File: config.mk
export PLATFORM = sky130hd
export DESIGN_NAME = para2ser_stream
export DESIGN_NICKNAME = d
export VERILOG_FILES = /design/src/rtl/para2ser_stream.sv
export SDC_FILE = /design/constraint.sdc
export NUM_CORES = 1
export LEC_CHECK = 0
export ABC_AREA = 1
export CAP_MARGIN = 10
export CORE_MARGIN = 4
export CORE_UTILIZATION = 51
export CTS_CLUSTER_DIAMETER = 120
export DETAILED_ROUTE_END_ITERATION = 8
export PLACE_DENSITY = 0.75
export SLEW_MARGIN = 20
export SYNTH_ARGS = -nofsm -noshare
export SYNTH_HDL_FRONTEND = slang
export SYNTH_SLANG_ARGS = --single-unit
File: constraint.sdc
create_clock -name clk -period 2.8 [get_ports clk]
set_clock_uncertainty 0.05 [all_clocks]
set_input_delay 0.7 -clock clk [delete_from_list [all_inputs] [get_ports clk]]
set_output_delay 0.7 -clock clk [all_outputs]
set_load 0.005 [all_outputs]
File: src/rtl/para2ser_stream.sv
// Parallel-to-serial driver for shift-register peripheral chains.
// Outputs are registered decodes of the next state, so seg_clk is never derived from clk.
module para2ser_stream #(
    parameter int unsigned WIDTH       = 24,
    parameter int unsigned CLK_DIV     = 1,
    parameter bit          MSB_FIRST   = 1'b1,
    parameter bit          AUTO_UPDATE = 1'b1,
    parameter bit          CLR_PULSE   = 1'b0
) (
    input  logic             clk,
    input  logic             rst,
    input  logic [WIDTH-1:0] data,
    input  logic             load,
    output logic             busy,
    output logic             done,
    output logic [3:0]       sout
);

    localparam int unsigned BitW = $clog2(WIDTH + 1);
    localparam int unsigned DivW = $clog2(2 * CLK_DIV);
    localparam logic [BitW-1:0] LastBit = BitW'(WIDTH - 1);
    localparam logic [DivW-1:0] LastDiv = DivW'(2 * CLK_DIV - 1);
    localparam logic [DivW-1:0] HalfDiv = DivW'(CLK_DIV);

    typedef enum logic [1:0] {StIdle, StClear, StShift, StFinish} state_e;

    state_e           r_state,     w_state_nxt;
    logic [WIDTH-1:0] r_shreg,     w_shreg_nxt;
    logic [WIDTH-1:0] r_last_sent, w_last_sent_nxt;
    logic             r_pending,   w_pending_nxt;
    logic [DivW-1:0]  r_div,       w_div_nxt;
    logic [BitW-1:0]  r_bit,       w_bit_nxt;
    logic             r_busy,      w_busy_nxt;
    logic             r_done,      w_done_nxt;
    logic             r_seg_clk,   w_seg_clk_nxt;
    logic             r_seg_clr,   w_seg_clr_nxt;
    logic             r_seg_dt,    w_seg_dt_nxt;
    logic             r_seg_en;
    logic             w_trigger;

    always_comb begin
        w_trigger       = r_pending | load | (AUTO_UPDATE && (data != r_last_sent));
        w_state_nxt     = r_state;
        w_shreg_nxt     = r_shreg;
        w_last_sent_nxt = r_last_sent;
        w_pending_nxt   = r_pending | load;
        w_div_nxt       = r_div;
        w_bit_nxt       = r_bit;

        unique case (r_state)
            StIdle: begin
                if (w_trigger) begin
                    w_shreg_nxt     = data;
                    w_last_sent_nxt = data;
                    w_pending_nxt   = 1'b0;
                    w_div_nxt       = '0;
                    w_bit_nxt       = '0;
                    w_state_nxt     = CLR_PULSE ? StClear : StShift;
                end
            end
            StClear: begin
                if (r_div == LastDiv) begin
                    w_div_nxt   = '0;
                    w_state_nxt = StShift;
                end else begin
                    w_div_nxt = r_div + 1'b1;
                end
            end
            StShift: begin
                if (r_div == LastDiv) begin
                    w_div_nxt   = '0;
                    w_shreg_nxt = MSB_FIRST ? (r_shreg << 1) : (r_shreg >> 1);
                    if (r_bit == LastBit) begin
                        w_bit_nxt   = '0;
                        w_state_nxt = StFinish;
                    end else begin
                        w_bit_nxt = r_bit + 1'b1;
                    end
                end else begin
                    w_div_nxt = r_div + 1'b1;
                end
            end
            StFinish: begin
                w_state_nxt = StIdle;
            end
            default: begin
                w_state_nxt = StIdle;
            end
        endcase

        // Pin values are decoded from the upcoming state so they line up with it after the edge.
        w_busy_nxt    = (w_state_nxt != StIdle);
        w_done_nxt    = (w_state_nxt == StFinish);
        w_seg_clr_nxt = (w_state_nxt != StClear);
        w_seg_clk_nxt = (w_state_nxt == StShift) && (w_div_nxt >= HalfDiv);
        w_seg_dt_nxt  = 1'b0;
        if (w_state_nxt == StShift) begin
            w_seg_dt_nxt = MSB_FIRST ? w_shreg_nxt[WIDTH-1] : w_shreg_nxt[0];
        end
    end

    always_ff @(posedge clk or posedge rst) begin
        if (rst) begin
            r_state     <= StIdle;
            r_shreg     <= '0;
            r_last_sent <= '0;
            r_pending   <= 1'b1;
            r_div       <= '0;
            r_bit       <= '0;
            r_busy      <= 1'b0;
            r_done      <= 1'b0;
            r_seg_clk   <= 1'b0;
            r_seg_clr   <= 1'b1;
            r_seg_dt    <= 1'b0;
            r_seg_en    <= 1'b1;
        end else begin
            r_state     <= w_state_nxt;
            r_shreg     <= w_shreg_nxt;
            r_last_sent <= w_last_sent_nxt;
            r_pending   <= w_pending_nxt;
            r_div       <= w_div_nxt;
            r_bit       <= w_bit_nxt;
            r_busy      <= w_busy_nxt;
            r_done      <= w_done_nxt;
            r_seg_clk   <= w_seg_clk_nxt;
            r_seg_clr   <= w_seg_clr_nxt;
            r_seg_dt    <= w_seg_dt_nxt;
            r_seg_en    <= 1'b1;
        end
    end

    assign busy = r_busy;
    assign done = r_done;
    assign sout = {r_seg_clk, r_seg_clr, r_seg_dt, r_seg_en};

endmodule

# Yosys cells after proc, flatten, opt, wreduce, memory -nomap -nowiden

Index checks and enable logic that the tools add are counted.

Add/sub/neg operators: 2
Order comparisons: 1
Eq/ne operators: 10
Multiplexer cells: 18
Bitwise gates (word level): 2
Reductions and logical operators: 7

Operator list:

| operator            | number |
|---|---|
| $mux 24             | 2 |
| $pmux 24 s2         | 1 |
| $ne 24x24->1        | 1 |
| $mux 5              | 3 |
| $pmux 5 s2          | 1 |
| $eq 2x2->1 const B  | 4 |
| $mux 2              | 4 |
| $pmux 2 s4          | 1 |
| $add 5x1->5 const B | 1 |
| $eq 5x5->1 const B  | 1 |
| $mux 1              | 5 |
| $ne 2x2->1 const B  | 2 |
| $reduce_bool 2->1   | 2 |
| $reduce_and 3->1    | 1 |
| $eq 2x1->1 const B  | 1 |
| $logic_not 2->1     | 1 |
| $ne 2x1->1 const B  | 1 |
| $or 1x1->1          | 2 |
| $pmux 1 s2          | 1 |
| $reduce_and 2->1    | 1 |
| $reduce_or 2->1     | 1 |
| $add 1x1->1 const B | 1 |
| $ge 1x1->1 const B  | 1 |
| $logic_and 1x1->1   | 1 |

Register bits: 62
Logic and storage cells: 52

# Logic depth before layout (Yosys ltp)

Depth after elaboration: 6
Gate-level depth with buffers: 14
Mapped depth without buffers: 13

# Worst setup path after synthesis

No wires, ideal clock.

Path kind: input to register
Start point: in data[14]
End point: reg r_shreg[10]
Library setup time: 0.116 ns
Data arrival time: 1.691 ns
Slack: 0.943 ns
Stages on the path: 13
Cells stage by stage: inv_1 -> nand2_1 -> nand2_1 -> nand2_1 -> nor2_1 -> nand2_1 -> nor2_2 -> nand3_2 -> nand2_2 -> inv_2 -> buf_6 -> nand2_1 -> nand2_1

Longest elaborated chain between the ends: 4

Ends and longest elaborated chain:

| element                    | RTL line | RTL |
|---|---|---|
| start: declaration         | 12       | `input logic [WIDTH-1:0] data,` |
| $ne 24x24->1               | 42       | `w_trigger = r_pending \| load \| (AUTO_UPDATE && (data != r_last_sent));` |
| $or 1x1->1                 | 42       |  |
| $ne 2x2->1 (no line)       | --       |  |
| $reduce_and 3->1 (no line) | --       |  |
| end signal: assignment     | 118      | `r_shreg <= w_shreg_nxt;` |
| end: declaration           | 28       | `logic [WIDTH-1:0] r_shreg, w_shreg_nxt;` |

Every way passes these cells.
A chain may end at the register's enable or synchronous reset.

# Final worst setup path

Start point: in data[9]
End point: reg r_last_sent[12]

Longest elaborated chain between the ends: 3

Ends and longest elaborated chain:

| element                    | RTL line | RTL |
|---|---|---|
| $ne 24x24->1               | 42       |  |
| $or 1x1->1                 | 42       |  |
| $reduce_and 2->1 (no line) | --       |  |
| end signal: assignment     | 119      | `r_last_sent <= w_last_sent_nxt;` |
| end: declaration           | 29       | `logic [WIDTH-1:0] r_last_sent, w_last_sent_nxt;` |

Every way passes these cells.

==> results.json <==
{
  "avgSynthCellArea_sq_um": 7.332,
  "fmax_mhz": 420.8,
  "syn_area_sq_um": 3402,
  "drt-initial-drc-count": 122,
  "max_slew_margin": 0.6131,
  "yosys.area_share.simple": 0.2766,
  "peakVddDrop_mv": 0.6283,
  "dp_cells": 559,
  "antenna_found_initial": 0,
  "hold_class": "reg -> reg",
  "portBuffers": 31,
  "cts.path.max_buffers": 2,
  "overflow": 0,
  "grt_pass1_wl_um": 12020,
  "first_pass_iters": 4,
  "numCtsBuffers": 9,
  "wl_um": 6795,
  "core_area_sq_um": 6422,
  "post_cts_resize_count": 0,
  "die_x_um": 89.68,
  "htreeDepth": 3,
  "place_hpwl_um": 4778,
  "setup_tns_ns": 0,
  "synth-xor-area-share": 0.02832,
  "routedWlPerCell_um": 11.82,
  "antenna_cells": 0,
  "start_util": 0.5297,
  "drive_gt1_frac": 0.09237,
  "cts.clk_slew.worst_paths_ns": 0.07,
  "fin_crit_ns": 2.377,
  "synth_edf_count": 0,
  "syn_nets": 496,
  "rsz0062_at_grt": "no",
  "ios": 33,
  "period_share": 0.8488,
  "cts-root-buf": "clkbuf_8",
  "synthDistinctLibCells": 27,
  "final-setup-viol-count": 0,
  "critPathArrivalTime_ns": 2.59,
  "drtAntennaViolNets": 0,
  "synth_top_family_by_area": "simple AND/OR/NAND/NOR gates",
  "worstPathMaxFanout": 42,
  "grt_pass1_vias": 2705,
  "synthFlopType": "dfrtp_1",
  "ys_seq_area_frac": 0.4568,
  "start_kind": "input port",
  "hold_viol": 0,
  "most-common-layout-cells": "nand2_1, inv_1, dfrtp_1",
  "crit_required_ns": 3.02,
  "grtUsageTotal": 0.1942,
  "postCtsSetupBuffers": 0,
  "status": "finished clean",
  "clock-sinks": 62,
  "crit_type": "in -> reg",
  "instances_no_fill": 575,
  "clk_latency_ns": 0.34,
  "synth_fa_ha_area_frac": 0.01839,
  "rows": 29,
  "place_congestion": 0.8187,
  "worstMarginPinSlew_ns": 0.5795,
  "maxCapViolCount": 0,
  "final_common_cell": "nand2_1",
  "postSynth.asyncResetShare": 1.000,
  "vias": 2836,
  "yosys_warnings": 0,
  "route.detailed.drc": 0,
  "hold_buffers": 0,
  "netlist_instances": 464,
  "power_density_nw_per_um2": 865.2,
  "synth_compound_area_frac": 0.09930,
  "cts_tree": "built",
  "final_nets": 525,
  "die_height_um": 89.68,
  "fp.dieArea_sq_um": 8042,
  "synth_mux_area_frac": 0,
  "grt_max_degree": 43,
  "vias_per_cell": 4.932,
  "ys_ff_latch": 62,
  "end_kind": "flop",
  "area_growth_pct": 17.47,
  "p_leak_nw": 2.137,
  "slew_violations": 0
}
[synthesized netlist by cell type, types with 3 or more instances]
| cell type | number | area share |
|---|---|---|
| nand3_1 | 12 | 0.018 |
| o21ai_2 | 8 | 0.021 |
| xor2_1 | 3 | 0.0077 |
| inv_1 | 62 | 0.068 |
| buf_4 | 7 | 0.015 |
| o21ai_1 | 12 | 0.018 |
| a21oi_1 | 5 | 0.0074 |
| clkbuf_1 | 3 | 0.0033 |
| nor2_1 | 21 | 0.023 |
| nand2_1 | 192 | 0.21 |
| dfrtp_1 | 60 | 0.44 |
| buf_6 | 6 | 0.020 |
| o21ai_0 | 35 | 0.051 |
| xnor2_1 | 8 | 0.021 |
| inv_2 | 6 | 0.0066 |
| buf_2 | 4 | 0.0059 |
| ha_1 | 5 | 0.018 |
[critical path: stages]
cell and delay [ns]:
clkdlybuf4s50_1 0.49, inv_1 0.09, nand2_1 0.07, nand2_1 0.05, nor2_1 0.14, nand3_1 0.15, nor2_4 0.18, nand3_2 0.10
nand2_2 0.10, buf_12 0.21, buf_4 0.19, nand2_1 0.05, o21ai_1 0.06
[final timing paths]
check | from | endpoint | slack [ns] | cells past startpoint
setup reg to reg | r_state[0] | r_bit[3] | 0.82 | 10
min in group asynchronous | rst | r_last_sent[7] | 0.69 | 2
max in group asynchronous | rst | r_pending | 1.42 | 3
hold / removal | r_shreg[20] | r_shreg[20] | 0.43 | 2
hold reg to reg | r_shreg[20] | r_shreg[20] | 0.43 | 2
setup / recovery | data[9] | r_last_sent[12] | 0.42 | 13
[registers in the layout (all words and copies together), names as in the netlist]
| name | flops |
|---|---|
| r_last_sent | 24 |
| r_shreg | 24 |
| r_bit | 5 |
| r_state | 2 |
| busy | 1 |
| done | 1 |
| r_div | 1 |
| r_pending | 1 |
| r_seg_clk | 1 |
| r_seg_clr | 1 |
| r_seg_dt | 1 |
[area by class of cell]
type	count	area (sq um)
fillers	587	2426
flip-flops and latches	62	1554
multi-input cells	314	1441
repair buffers	38	412.9
inverters	68	255.2
clock buffers	9	123.9
clock inverters	7	112.6
well taps	77	96.34
[per-layer routing]
layer | routed length, um | GRT usage
met5 | 0 | 0
met4 | 113 | 0.08119
met3 | 259 | 0.03285
met2 | 3246 | 0.3198
met1 | 3176 | 0.2535
[per-stage QoR]
step / instance area [sq um] / hold slack [ns] / setup WS, ns / utilization / power, W
2_1_floorplan: 3402 / 0.3987 / 0.5119 / - / 0.002264
3_3_place_gp: 3760 / 0.4126 / 0.1100 / 0.5854 / 0.002482
3_5_place_dp: 3760 / 0.4148 / 0.08780 / 0.5854 / 0.002531
4_1_cts: 3996 / 0.4326 / 0.4426 / 0.6222 / 0.003482
5_1_grt: 3996 / 0.4625 / 0.2562 / 0.6222 / 0.003776
6_report: 3996 / 0.4334 / 0.4235 / 0.6222 / 0.003458
[power by group]
part / switching (W) / leakage (nW) / internal (W)
sequential: 0.000200 / 0.762 / 0.00120
combinational: 0.000645 / 1.26 / 0.000478
clock: 0.000352 / 0.119 / 0.000586
total: 0.00120 / 2.14 / 0.00226
[logic make-up (layout without fill, tap and decap cells)]
family,count (synthesis),in the layout
AOI/OAI and AO/OA,61,61
xor gates and xnor gates,11,11
adders and majority gates,5,5
buffers and inverters,88,122
DFF,62,62
other,1,1
and+or+nand+nor,236,236
No activity file was read; power rests on OpenSTA's default activity.
